`config.mk`:
```
export PLATFORM = sky130hd
export DESIGN_NAME = div_unit
export DESIGN_NICKNAME = d
export VERILOG_FILES = /design/src/rtl/div_unit.sv
export SDC_FILE = /design/constraint.sdc
export NUM_CORES = 1
export LEC_CHECK = 0
export ABC_AREA = 1
export BUFFER_PORTS_ARGS = -buffer_cell sky130_fd_sc_hd__buf_2
export CAP_MARGIN = 20
export CORE_MARGIN = 2
export CORE_UTILIZATION = 30
export DETAILED_ROUTE_END_ITERATION = 10
export PLACE_DENSITY_LB_ADDON = 0.15
export SYNTH_ARGS = -nofsm -noshare
export SYNTH_HDL_FRONTEND = slang
export SYNTH_SLANG_ARGS = --single-unit
```
`constraint.sdc`:
```
create_clock -name clk -period 12.4 [get_ports clk]
set_input_delay 1.86 -clock clk [delete_from_list [all_inputs] [get_ports clk]]
set_output_delay 1.86 -clock clk [all_outputs]
set_load 0.01 [all_outputs]
```
`src/rtl/div_unit.sv`:
```
// Iterative 32-bit divider for the EX stage: one restoring shift-subtract step per
// cycle, signed (DIV) and unsigned (DIVU), with divide-by-zero and flush handling.
module div_unit (
  input  logic        clk,
  input  logic        resetn,
  input  logic        start,
  input  logic        signed_div,
  input  logic [31:0] a,
  input  logic [31:0] b,
  input  logic        cancel,
  output logic        stall,
  output logic        result_valid,
  output logic [31:0] quotient,
  output logic [31:0] remainder
);

  typedef enum logic [1:0] {
    IDLE = 2'd0,
    BUSY = 2'd1,
    DONE = 2'd2
  } divStateT;

  divStateT    state;
  divStateT    nextState;

  logic [5:0]  stepCount;
  logic [63:0] workReg;
  logic [31:0] divisorMag;
  logic        quoNeg;
  logic        remNeg;

  logic [31:0] aMag;
  logic [31:0] bMag;
  logic        accept;
  logic        lastStep;
  logic [32:0] remShift;
  logic [32:0] trial;
  logic        canSub;
  logic [63:0] stepReg;
  logic [31:0] finalQuo;
  logic [31:0] finalRem;

  // Handshake: start is held by the pipeline while stall=1; the operation is taken
  // in the IDLE cycle where start=1 and cancel=0, and stall drops in the DONE cycle.
  assign aMag     = (signed_div && a[31]) ? (~a + 32'd1) : a;
  assign bMag     = (signed_div && b[31]) ? (~b + 32'd1) : b;
  assign accept   = (state == IDLE) && start && !cancel;
  assign lastStep = (state == BUSY) && (stepCount == 6'd31);

  always_ff @(posedge clk or negedge resetn) begin
    if (!resetn) begin
      state <= IDLE;
    end else begin
      state <= nextState;
    end
  end

  always_comb begin
    nextState = state;
    stall     = 1'b0;
    case (state)
      IDLE: begin
        if (start) begin
          stall = 1'b1;
          nextState = (b == 32'd0) ? DONE : BUSY;
        end
      end
      BUSY: begin
        stall = 1'b1;
        if (stepCount == 6'd31) begin
          nextState = DONE;
        end
      end
      DONE: begin
        nextState = IDLE;
      end
      default: begin
        nextState = IDLE;
      end
    endcase
    if (cancel) begin
      nextState = IDLE;
      stall     = 1'b0;
    end
    if (!resetn) begin
      stall = 1'b0;
    end
  end

  // The shifted partial remainder needs 33 bits: with a divisor above 2^31 it can
  // exceed 32 bits before the subtract brings it back below the divisor.
  always_comb begin
    remShift = workReg[63:31];
    trial    = remShift - {1'b0, divisorMag};
    canSub   = !trial[32];
    if (canSub) begin
      stepReg = {trial[31:0], workReg[30:0], 1'b1};
    end else begin
      stepReg = {workReg[62:0], 1'b0};
    end
    finalQuo = quoNeg ? (~stepReg[31:0] + 32'd1) : stepReg[31:0];
    finalRem = remNeg ? (~stepReg[63:32] + 32'd1) : stepReg[63:32];
  end

  always_ff @(posedge clk or negedge resetn) begin
    if (!resetn) begin
      stepCount    <= 6'd0;
      workReg      <= 64'd0;
      divisorMag   <= 32'd0;
      quoNeg       <= 1'b0;
      remNeg       <= 1'b0;
      result_valid <= 1'b0;
      quotient     <= 32'd0;
      remainder    <= 32'd0;
    end else begin
      result_valid <= 1'b0;
      if (accept) begin
        workReg    <= {32'd0, aMag};
        divisorMag <= bMag;
        quoNeg     <= (a[31] ^ b[31]) & signed_div;
        remNeg     <= a[31] & signed_div;
        stepCount  <= 6'd0;
        if (b == 32'd0) begin
          quotient     <= 32'hFFFF_FFFF;
          remainder    <= a;
          result_valid <= 1'b1;
        end
      end else if ((state == BUSY) && !cancel) begin
        workReg   <= stepReg;
        stepCount <= stepCount + 6'd1;
        if (lastStep) begin
          quotient     <= finalQuo;
          remainder    <= finalRem;
          result_valid <= 1'b1;
        end
      end
    end
  end

endmodule

```
Yosys cells after proc, flatten, opt, wreduce, memory -nomap -nowiden
Index checks and enable logic that the tools add are counted.
Widths: inputs -> output; s select.
{ "classes": {"add_sub_neg": 6, "eq_ne": 5, "muxes": 30, "n_bitwise": 7, "n_reduce_logical": 13} }
{ "op_table": {"columns": ["op", "count"], "rows": [
  ["$mux 32", 12],
  ["$mux 64", 3],
  ["$add 32x1->32 const B", 4],
  ["$not 32->32", 4],
  ["$sub 33x32->33", 1],
  ["$logic_not 32->1", 1],
  ["$mux 6", 2],
  ["$mux 2", 4],
  ["$mux 1", 7],
  ["$add 6x1->6 const B", 1],
  ["$eq 6x5->1 const B", 1],
  ["$logic_and 1x1->1", 6],
  ["$pmux 2 s2", 1],
  ["$reduce_bool 2->1", 2],
  ["$ne 3x2->1 const B", 1],
  ["$ne 3x3->1 const B", 1],
  ["$reduce_and 3->1", 1],
  ["$and 1x1->1", 2],
  ["$eq 2x1->1 const B", 1],
  ["$logic_not 2->1", 1],
  ["$ne 2x1->1 const B", 1],
  ["$pmux 1 s2", 1],
  ["$reduce_and 2->1", 1],
  ["$logic_not 1->1", 1],
  ["$xor 1x1->1", 1]
]} }
{ "totals": {"regBits": 171, "input_bits": 69, "out_inout_bits": 66, "word_cells": 70} }

Longest topological paths before layout
Gate-level depths: netlist of the first run.
{ "depth": {"word_depth": 8, "depth_mapped": 30, "ltp_nobuf": 29} }

Worst setup path after synthesis of the first run
OpenSTA, ideal clock, no wires.
{ "synth_timing": {"path_type": "input -> output", "start": "input cancel", "end": "output stall", "arrival_ns": 2.750, "t_required_ns": 10.540, "path_slack_ns": 7.790, "path_stages": 6, "n_path_buf": 1, "cell_sequence": "nor2_1 nand2_1 inv_1 nor2_1 clkbuf_1 nor2_1"} }
{ "synth_via": {"elab_chain_len": 2} }
{ "synth_lines": {"columns": ["element", "line_no", "text"], "rows": [
  ["start, declared", "10", "input logic cancel,"],
  ["$mux 1", "81", "if (cancel) begin"],
  ["$mux 1", "85", "if (!resetn) begin"],
  ["end, declared", "11", "output logic stall,"]
]} }
No other way between the ends.

Worst setup path in the final report of the first run
Same ends and word-level chain as after synthesis.

==> metrics.sh, run 1 <==
RUN_STATUS='finished, final reports clean'
N_FILL_CELL=4902
YOSYSSEQAREASHARE_PCT=31.97
SINK_COUNT=171
ROUTED_WL_MM=47.35
INSERTEDDIODECOUNT=0
SYNTH_AREA_IN_SIMPLE_GATES_PCT=35.51
MOSTFREQUENTLAYOUTCELLS='sky130_fd_sc_hd__nand2_1 (643), sky130_fd_sc_hd__inv_1 (302), sky130_fd_sc_hd__nor2_1 (182), sky130_fd_sc_hd__dfrtp_1 (171), sky130_fd_sc_hd__nand3_1 (136)'
FINAL.MIN_CLOCK_PERIOD_PS=5550
CRITPATHBUFINV=4
RSZ0062_AT_GRT='no'
GLOBALROUTEMET1UTIL_PCT=29.43
AVGSYNTHCELLAREA_UM2=6.482
SLEW_VIOL_FINAL=0
ROUTE.ANTENNA.REMAINING_NETS=0
TRITONCTS='done'
DRT_FIRST_ITER_VIOLATIONS=1015
SYNTHADDERAREAFRAC_PCT=3.608
COREAREA_UM2=44120
DRT_PRE_ANTENNA_ITERS=8
POSTSYNTH.TOPFLOPCELL='sky130_fd_sc_hd__dfrtp_1'
NETLIST.TOP_CELL.BY_AREA='sky130_fd_sc_hd__dfrtp_1'
CTSHTREEMAXLEVEL=4
SLOWEST_STAGE_DELAY_ON_CRITICAL_PATH_PS=590
CRIT_CELLS=8
TIGHTEST_SLEW_PS=981.2
ENDPOINT='stall'
TOP_USAGE_LAYER='met2'
FINALSETUPVIOLCOUNT=0
CRITICAL_PATH.REG2REG.STARTPOINT='workReg[31]'
POWER.TOTAL_mW=4.329
SYNTH_SEQ_CELLS=171
AREA.SEQUENTIAL_UM2=4279
FINAL_COMMON_CELL='sky130_fd_sc_hd__nand2_1'
CRITPATHARRIVALTIME_PS=3690
FLOORPLAN.INITIALDENSITY_PCT=30.34
VIAS_PER_CELL=4.916
ROWS=77
SYNTH_FP_NETS=2172
DRV_CAP=0
NETLIST_AREA_UM2=13390
R2R-END='quotient[30]'
ANTENNA_FOUND_INITIAL=0
WORSTPATHCELLLIST='buf_2 -> nor2_1 -> nand2_2 -> buf_4 -> inv_1 -> nor2_1 -> nor2_1 -> buf_2'
DRIVE_ABOVE_1_SHARE_PCT=11.95
CTS-ROOT-BUF='sky130_fd_sc_hd__clkbuf_16'
CRITICAL-PATH-SLOWEST-CELL='sky130_fd_sc_hd__buf_4'
SYNTH_COMPOUND_AREA_SHARE_PCT=13.63
NUM_IO_PINS=135
VDD.IR_DROP.WORST_V=0.0001476
CTSLONGESTPATHBUFFERS=2
CTSRESIZECOUNT=0
CLOCK_INSERTION_DELAY_WORST_SKEW_PS=460
TIMING.HOLD.WORST.CLASS='flip-flop to flip-flop'
GRT.OVERFLOW.TOTAL=0
PORT_BUFFERS=134
CTS_HOLD_BUF=0
GRT_START_MAX_NET_PINS=132
CP-START-KIND='input port'
MET2_USAGE_PCT=32.87
SYNTH-ASYNC-RESET-RATIO_PCT=100.0
TOTAL_LEAKAGE_POWER_nW=7.875
PATH_MAX_FANOUT=62
ENDPOINT_KIND_OF_THE_WORST_SETUP_TIMING_PATH='output pin'
CRITICAL-PATH-TOP-CELL-BY-COUNT='sky130_fd_sc_hd__nor2_1'
POST_SYNTH_MAIN_AREA_CONTRIBUTORS='sky130_fd_sc_hd__dfrtp_1 (32%), sky130_fd_sc_hd__nand2_1 (18%), sky130_fd_sc_hd__inv_1 (8.5%), sky130_fd_sc_hd__nand3_1 (5.1%), sky130_fd_sc_hd__nor2_1 (5.1%)'
TIMING.SLEW.HEADROOM_PCT=34.59
GLOBALROUTEMET3UTIL_PCT=2.803
NUMCTSBUFFERS=17
PLACE.GP.CONGESTION=0.8836
DRT-WIRELENGTH-PER-CELL_UM=17.10
REG2REG_SLACK_PS=7350
SYNTHTOLAYOUTAREAGROWTH_PCT=14.18
TIMING.CRITICAL_PATH.REQUIRED_PS=10540
FINAL_NET_COUNT=2270
FLOORPLAN.DIE.WIDTH_UM=215.2
SYNTH.MUX.AREA_FRACTION_PCT=0
PWR_DENSITY_CELL_nW_PER_UM2=283.3
CPLARGESTDELAYFAMILY='buffers and inverters'
TIMING.CLOCK.SKEW_PS=14.43
GLOBAL_ROUTING_USAGE_SUMMED_ACROSS_ALL_ROUTING_LAYERS_PCT=20.65
SYNTH-EDFF-COUNT=0
DIE-AREA_UM2=46320
DR_TOTAL_VIAS=13610
SYNTH_TOP_AREA_SHARE_PCT=31.97
GRT_FIRST_PASS_WIRELENGTH_MM=75.07
MULTI_INPUT_AREA_UM2=7639
RR_WORST_DEPTH=27
GRT_PASS1_VIAS=13170
PATH_CLASS='input port to output pin'
SYNTHXORXNORAREAFRAC_PCT=4.122
FLOORPLAN.DIE.HEIGHT_UM=215.2
POST-CTS-SETUP-BUFFER-COUNT=0
SYNTHESIS.YOSYS.WARNINGS=0
SYNTH_TOP_FAMILY_BY_AREA='simple AND/OR/NAND/NOR gates'
DP.FINAL_HPWL_MM=36.52
CLK_TRANSITION_REPORTED_PATHS_PS=70
PERIOD_SHARE_PCT=44.76
SYN_INST=2065
TIMING.FMAX_MHz=180.2
DRCVIOLATIONCOUNT=0
FINAL_HOLD_VIOL_COUNT=0
CRITICAL_PATH.STARTPOINT='cancel'
SYNTH.LIB_CELLS_USED.DISTINCT=51
TOTAL_NEGATIVE_SETUP_SLACKS_PS=0
-- state kept, by name (all words and copies together) (netlist names) --
| signal | count |
|---|---|
| divisorMag | 32 |
| quoNeg | 1 |
| quotient | 32 |
| remNeg | 1 |
| remainder | 32 |
| result_valid | 1 |
| state | 2 |
| stepCount | 6 |
| workReg | 64 |
-- worst min-delay path by stage --
stage                              start             end  slack, ps  cells past startpoint
after floorplan           divisorMag[10]  divisorMag[10]        450                      2
after global placement    divisorMag[19]  divisorMag[19]        470                      2
after detailed placement   remainder[28]   remainder[28]        470                      2
after CTS                  remainder[28]   remainder[28]        490                      2
after global routing      divisorMag[25]  divisorMag[25]        510                      2
final                      remainder[28]   remainder[28]        480                      2
-- synthesized netlist by cell type, types with 2 or more instances --
library cell                instances
sky130_fd_sc_hd__a21o_1             2
sky130_fd_sc_hd__a21oi_1           74
sky130_fd_sc_hd__a31oi_1           24
sky130_fd_sc_hd__buf_1              9
sky130_fd_sc_hd__buf_2              8
sky130_fd_sc_hd__buf_4              2
sky130_fd_sc_hd__buf_6              4
sky130_fd_sc_hd__clkbuf_1          44
sky130_fd_sc_hd__clkinv_1           3
sky130_fd_sc_hd__dfrtp_1          171
sky130_fd_sc_hd__ha_1              37
sky130_fd_sc_hd__inv_1            304
sky130_fd_sc_hd__inv_2              6
sky130_fd_sc_hd__nand2_1          644
sky130_fd_sc_hd__nand2_2           36
sky130_fd_sc_hd__nand2_4            5
sky130_fd_sc_hd__nand3_1          137
sky130_fd_sc_hd__nand3_2            3
sky130_fd_sc_hd__nand3_4            2
sky130_fd_sc_hd__nand3b_1           6
sky130_fd_sc_hd__nand4_1           22
sky130_fd_sc_hd__nor2_1           182
sky130_fd_sc_hd__nor2_2            10
sky130_fd_sc_hd__nor2_4             7
sky130_fd_sc_hd__nor3_1            39
sky130_fd_sc_hd__nor4_1             8
sky130_fd_sc_hd__o2111ai_1         11
sky130_fd_sc_hd__o211ai_1           7
sky130_fd_sc_hd__o21a_1             3
sky130_fd_sc_hd__o21ai_0           79
sky130_fd_sc_hd__o21ai_1           13
sky130_fd_sc_hd__o21ai_2            3
sky130_fd_sc_hd__o21bai_1           4
sky130_fd_sc_hd__o221ai_1          11
sky130_fd_sc_hd__o22ai_1           53
sky130_fd_sc_hd__o31ai_1           14
sky130_fd_sc_hd__or2_2              3
sky130_fd_sc_hd__xnor2_1           21
sky130_fd_sc_hd__xor2_1            42
-- stage by stage --
step / setup WS [ps] / util [%] / cell area, µm² / hold WS [ps] / instances
2_1_floorplan: 7790 / - / 13390 / 453.0 / 2065
3_3_place_gp: 6654 / 33.12 / 14620 / 470.3 / 2735
3_5_place_dp: 6610 / 33.12 / 14620 / 469.9 / 2735
4_1_cts: 6864 / 34.59 / 15260 / 489.5 / 2767
5_1_grt: 6689 / 34.64 / 15280 / 506.1 / 2768
6_report: 6850 / 34.64 / 15280 / 484.3 / 2768
-- final cells by class --
type	instances	area share, %
clock buffers	19	2.833
repair buffers	147	5.248
inverters	313	7.687
multi-input cells	1513	49.98
clock inverters	13	1.408
flip-flops and latches	171	28.00
well taps	592	4.847
-- logic make-up (layout without fill, tap and decap cells) --
kind of cell	count (synthesis)	in the layout
DFF	171	171
and+or+nand+nor	1107	1107
buffers and inverters	381	492
xor gates and xnor gates	63	63
AOI/OAI and AO/OA	305	305
adders and majority gates	38	38
-- layer usage --
layer | vias up | part of all wire [%]
met3 | 48 | 3.6
met1 | 6417 | 50
met5 | - | 0
met4 | 0 | 1.9
met2 | 297 | 45
li1 | 6845 | -
-- worst reg2reg max path: stages (launching register included) --
cell	delay, ps
sky130_fd_sc_hd__dfrtp_1	340
sky130_fd_sc_hd__inv_1	90
sky130_fd_sc_hd__ha_1	330
sky130_fd_sc_hd__fa_1	440
sky130_fd_sc_hd__inv_1	120
sky130_fd_sc_hd__nand2_1	60
sky130_fd_sc_hd__nand2_1	80
sky130_fd_sc_hd__nand3_1	90
sky130_fd_sc_hd__nand2_2	140
sky130_fd_sc_hd__nand2_2	80
sky130_fd_sc_hd__nand2_2	90
sky130_fd_sc_hd__nand2_4	80
sky130_fd_sc_hd__nand2_4	90
sky130_fd_sc_hd__nand2_4	70
sky130_fd_sc_hd__nand2_4	420
sky130_fd_sc_hd__ha_1	270
sky130_fd_sc_hd__inv_1	50
sky130_fd_sc_hd__nor3_1	190
sky130_fd_sc_hd__nand2_1	110
sky130_fd_sc_hd__nor2_1	210
sky130_fd_sc_hd__nand3_1	220
sky130_fd_sc_hd__nor3_1	310
sky130_fd_sc_hd__nand3_1	220
sky130_fd_sc_hd__o21ai_0	300
sky130_fd_sc_hd__o21ai_0	160
sky130_fd_sc_hd__xor2_1	180
sky130_fd_sc_hd__o22ai_1	150
sky130_fd_sc_hd__inv_1	70
-- power breakdown --
part           switching, mW  total (mW)  internal [mW]
combinational           1.92        2.79          0.874
clock                  0.256       0.616          0.360
sequential             0.174       0.919          0.745
total                   2.35        4.33           1.98
(Power assumes the default switching activity.)
==> run 2: changes to the inputs <==
Clock period 12.4 ns to 5.85 ns, I/O delays scaled along.
==> run 2 against run 1 <==
Compared with the run above:
- final cell count about the same
- critical path depth up 15
- first-iteration DRC count down 6.8%
- sequential power up 110%
- core utilization down 0.099 points
- power up 110%
- via count up 0.41%
- count of clock-buffer cells in the layout up 1
- sequential share of layout area up 0.080 points
==> metrics.sh, run 2 (synthesis gave the netlist of run 1 again) <==
MOSTFREQUENTLAYOUTCELLS='sky130_fd_sc_hd__nand2_1 (643), sky130_fd_sc_hd__inv_1 (302), sky130_fd_sc_hd__nor2_1 (182), sky130_fd_sc_hd__dfrtp_1 (171), sky130_fd_sc_hd__nand3_1 (136)'
DIE-AREA_UM2=46320
VDD.IR_DROP.WORST_V=0.0002556
TIMING.CRITICAL_PATH.REQUIRED_PS=6190
COREAREA_UM2=44120
LARGEST_REGISTER_FF_COUNT=64
PATH_MAX_FANOUT=6
VIAS_PER_CELL=4.932
DRT-WIRELENGTH-PER-CELL_UM=17.26
CTS_HOLD_BUF=0
SWITCHING_POWER_mW=4.932
DPL-INSTANCE-AREA_UM2=14620
TIMING.FMAX_MHz=225.8
CRITICAL-PATH-TOP-CELL-BY-COUNT='sky130_fd_sc_hd__nand2_1'
GRT_FIRST_PASS_WIRELENGTH_MM=75.32
CRIT_CELLS=23
GRT_START_MAX_NET_PINS=128
CRITICAL_PATH.STARTPOINT='workReg[49]'
CTSLONGESTPATHBUFFERS=2
LARGEST-REGISTER='workReg'
CRITICAL-PATH-SLOWEST-CELL='sky130_fd_sc_hd__dfrtp_1'
TIMING.SLEW.HEADROOM_PCT=36.75
FINAL_COMMON_CELL='sky130_fd_sc_hd__nand2_1'
RR_WORST_DEPTH=23
CLOCK_INSERTION_DELAY_WORST_SKEW_PS=460
POST-CTS-SETUP-BUFFER-COUNT=0
DRIVE_ABOVE_1_SHARE_PCT=11.99
CRITPATHBUFINV=3
SWITCHING_SHARE_PCT=54.48
AREA.SEQUENTIAL_UM2=4279
POST-PLACE-WS_PS=1491
DRT_FIRST_ITER_VIOLATIONS=946
RUN_STATUS='finished, final reports clean'
ROUTE.ANTENNA.REMAINING_NETS=0
MULTI_INPUT_AREA_UM2=7639
TOTAL_NEGATIVE_SETUP_SLACKS_PS=0
POWER.SHARE.CLOCK_PCT=13.3
ENDPOINT_KIND_OF_THE_WORST_SETUP_TIMING_PATH='flip-flop'
PATH_CLASS='flip-flop to flip-flop'
PERIOD_SHARE_PCT=75.72
ANTENNA_FOUND_INITIAL=0
SLEW_VIOL_FINAL=0
CRITPATHARRIVALTIME_PS=4770
RSZ0062_AT_GRT='no'
CLK_TRANSITION_REPORTED_PATHS_PS=70
FINAL.MIN_CLOCK_PERIOD_PS=4430
PORT_BUFFERS=134
ENDPOINT='quotient[30]'
LAYOUT.CORE_UTILIZATION_PCT=34.54
SINK_COUNT=171
PWR-SHARE-COMB_PCT=65.7
GLOBAL_ROUTING_USAGE_SUMMED_ACROSS_ALL_ROUTING_LAYERS_PCT=20.80
PWR_DENSITY_CELL_nW_PER_UM2=594.0
WORSTPATHCELLLIST='ha_1 -> nand2_2 -> inv_2 -> nand2_1 -> nand2_1 -> nand2_1 -> nand2_2 -> a21oi_4 -> nand3_2 -> nand2_4 -> ha_1 -> inv_1 -> nor3_1 -> nand2_1 -> nor2_1 -> nand3_1 -> nor3_1 -> nand3_1 -> o21ai_0 -> o21ai_0 -> xor2_1 -> o22ai_1 -> inv_1'
ROWS=77
ROUTED_WL_MM=47.81
DESIGN_AREA_UM2=15240
PLACE.GP.CONGESTION=0.8943
FINAL_NET_COUNT=2271
CTSRESIZECOUNT=0
POWER_REPORT.INTERNAL_TOTAL_mW=4.121
TRITONCTS='done'
SETUP_SLACK_PS=1420
R2R-END='quotient[30]'
FINALSETUPVIOLCOUNT=0
DR_TOTAL_VIAS=13660
FINAL_HOLD_VIOL_COUNT=0
GRT_PASS1_VIAS=13280
TIGHTEST_SLEW_PS=943.0
TIMING.CLOCK.SKEW_PS=11.00
SYNTHTOLAYOUTAREAGROWTH_PCT=13.85
SLOWEST_STAGE_DELAY_ON_CRITICAL_PATH_PS=450
DRT_PRE_ANTENNA_ITERS=6
DP.FINAL_HPWL_MM=36.67
SEQ_POWER_SHARE_PCT=21.1
CPLARGESTDELAYFAMILY='simple AND/OR/NAND/NOR gates'
POWER.TOTAL_mW=9.052
DRCVIOLATIONCOUNT=0
FLOORPLAN.INITIALDENSITY_PCT=30.34
NUMCTSBUFFERS=17
NUM_IO_PINS=135
CTS-ROOT-BUF='sky130_fd_sc_hd__clkbuf_16'
CTSHTREEMAXLEVEL=4
CRITICAL_PATH.REG2REG.STARTPOINT='workReg[49]'
FLOORPLAN.DIE.WIDTH_UM=215.2
DRV_CAP=0
TOTAL_LEAKAGE_POWER_nW=7.858
CP-START-KIND='flip-flop'
GRT.OVERFLOW.TOTAL=0
N_FILL_CELL=4953
FLOORPLAN.DIE.HEIGHT_UM=215.2
REG2REG_SLACK_PS=1420
TIMING.HOLD.WORST.CLASS='input port to async pin'
-- run 2: cell types whose count changed in the layout (fill, tap and decap cells not counted) --
cell and change:
sky130_fd_sc_hd__buf_4 +1, sky130_fd_sc_hd__bufinv_16 -2, sky130_fd_sc_hd__clkbuf_8 +1, sky130_fd_sc_hd__clkinv_2 +4, sky130_fd_sc_hd__clkinv_4 -2, sky130_fd_sc_hd__clkinvlp_4 +1, sky130_fd_sc_hd__diode_2 +1, sky130_fd_sc_hd__inv_6 -2
-- run 2: worst min-delay path by stage --
stage,slack (ps),endpoint,cells past startpoint
floorplan,450,divisorMag[10],2
global placement,460,remainder[11],2
detailed placement,460,remainder[29],2
CTS,380,workReg[5],1
global route,390,workReg[5],1
finish,370,workReg[5],1
-- run 2: power by group through the flow --
stage	clock network [mW]	registers, mW	logic, mW
2_1_floorplan	0	1.90	4.29
3_3_place_gp	0	1.92	5.90
3_5_place_dp	0	1.92	5.91
4_1_cts	1.23	1.91	5.94
5_1_grt	1.28	1.95	6.69
6_report	1.20	1.91	5.94
-- run 2: per-stage QoR --
stage | hold WS (ps) | cells
2_1_floorplan | 453.0 | 2065
3_3_place_gp | 461.7 | 2736
3_5_place_dp | 460.7 | 2736
4_1_cts | 383.9 | 2768
5_1_grt | 390.1 | 2769
6_report | 369.8 | 2770
-- run 2: routing by layer --
metal / global-route usage, % / routed length (µm) / vias to the layer above
met2: 32.46 / 20980 / 377
li1: - / - / 6835
met3: 3.086 / 2418 / 54
met4: 6.161 / 1113 / 0
met5: 0 / 0 / -
met1: 29.64 / 23300 / 6397
-- run 2: layout make-up --
class,count,share of cell area (%)
multi-input cells,1513,50.12
flip-flops and latches,171,28.08
inverters,313,7.709
repair buffers,148,5.312
well taps,592,4.860
clock buffers,20,2.931
clock inverters,12,0.9688
diodes,1,0.01642
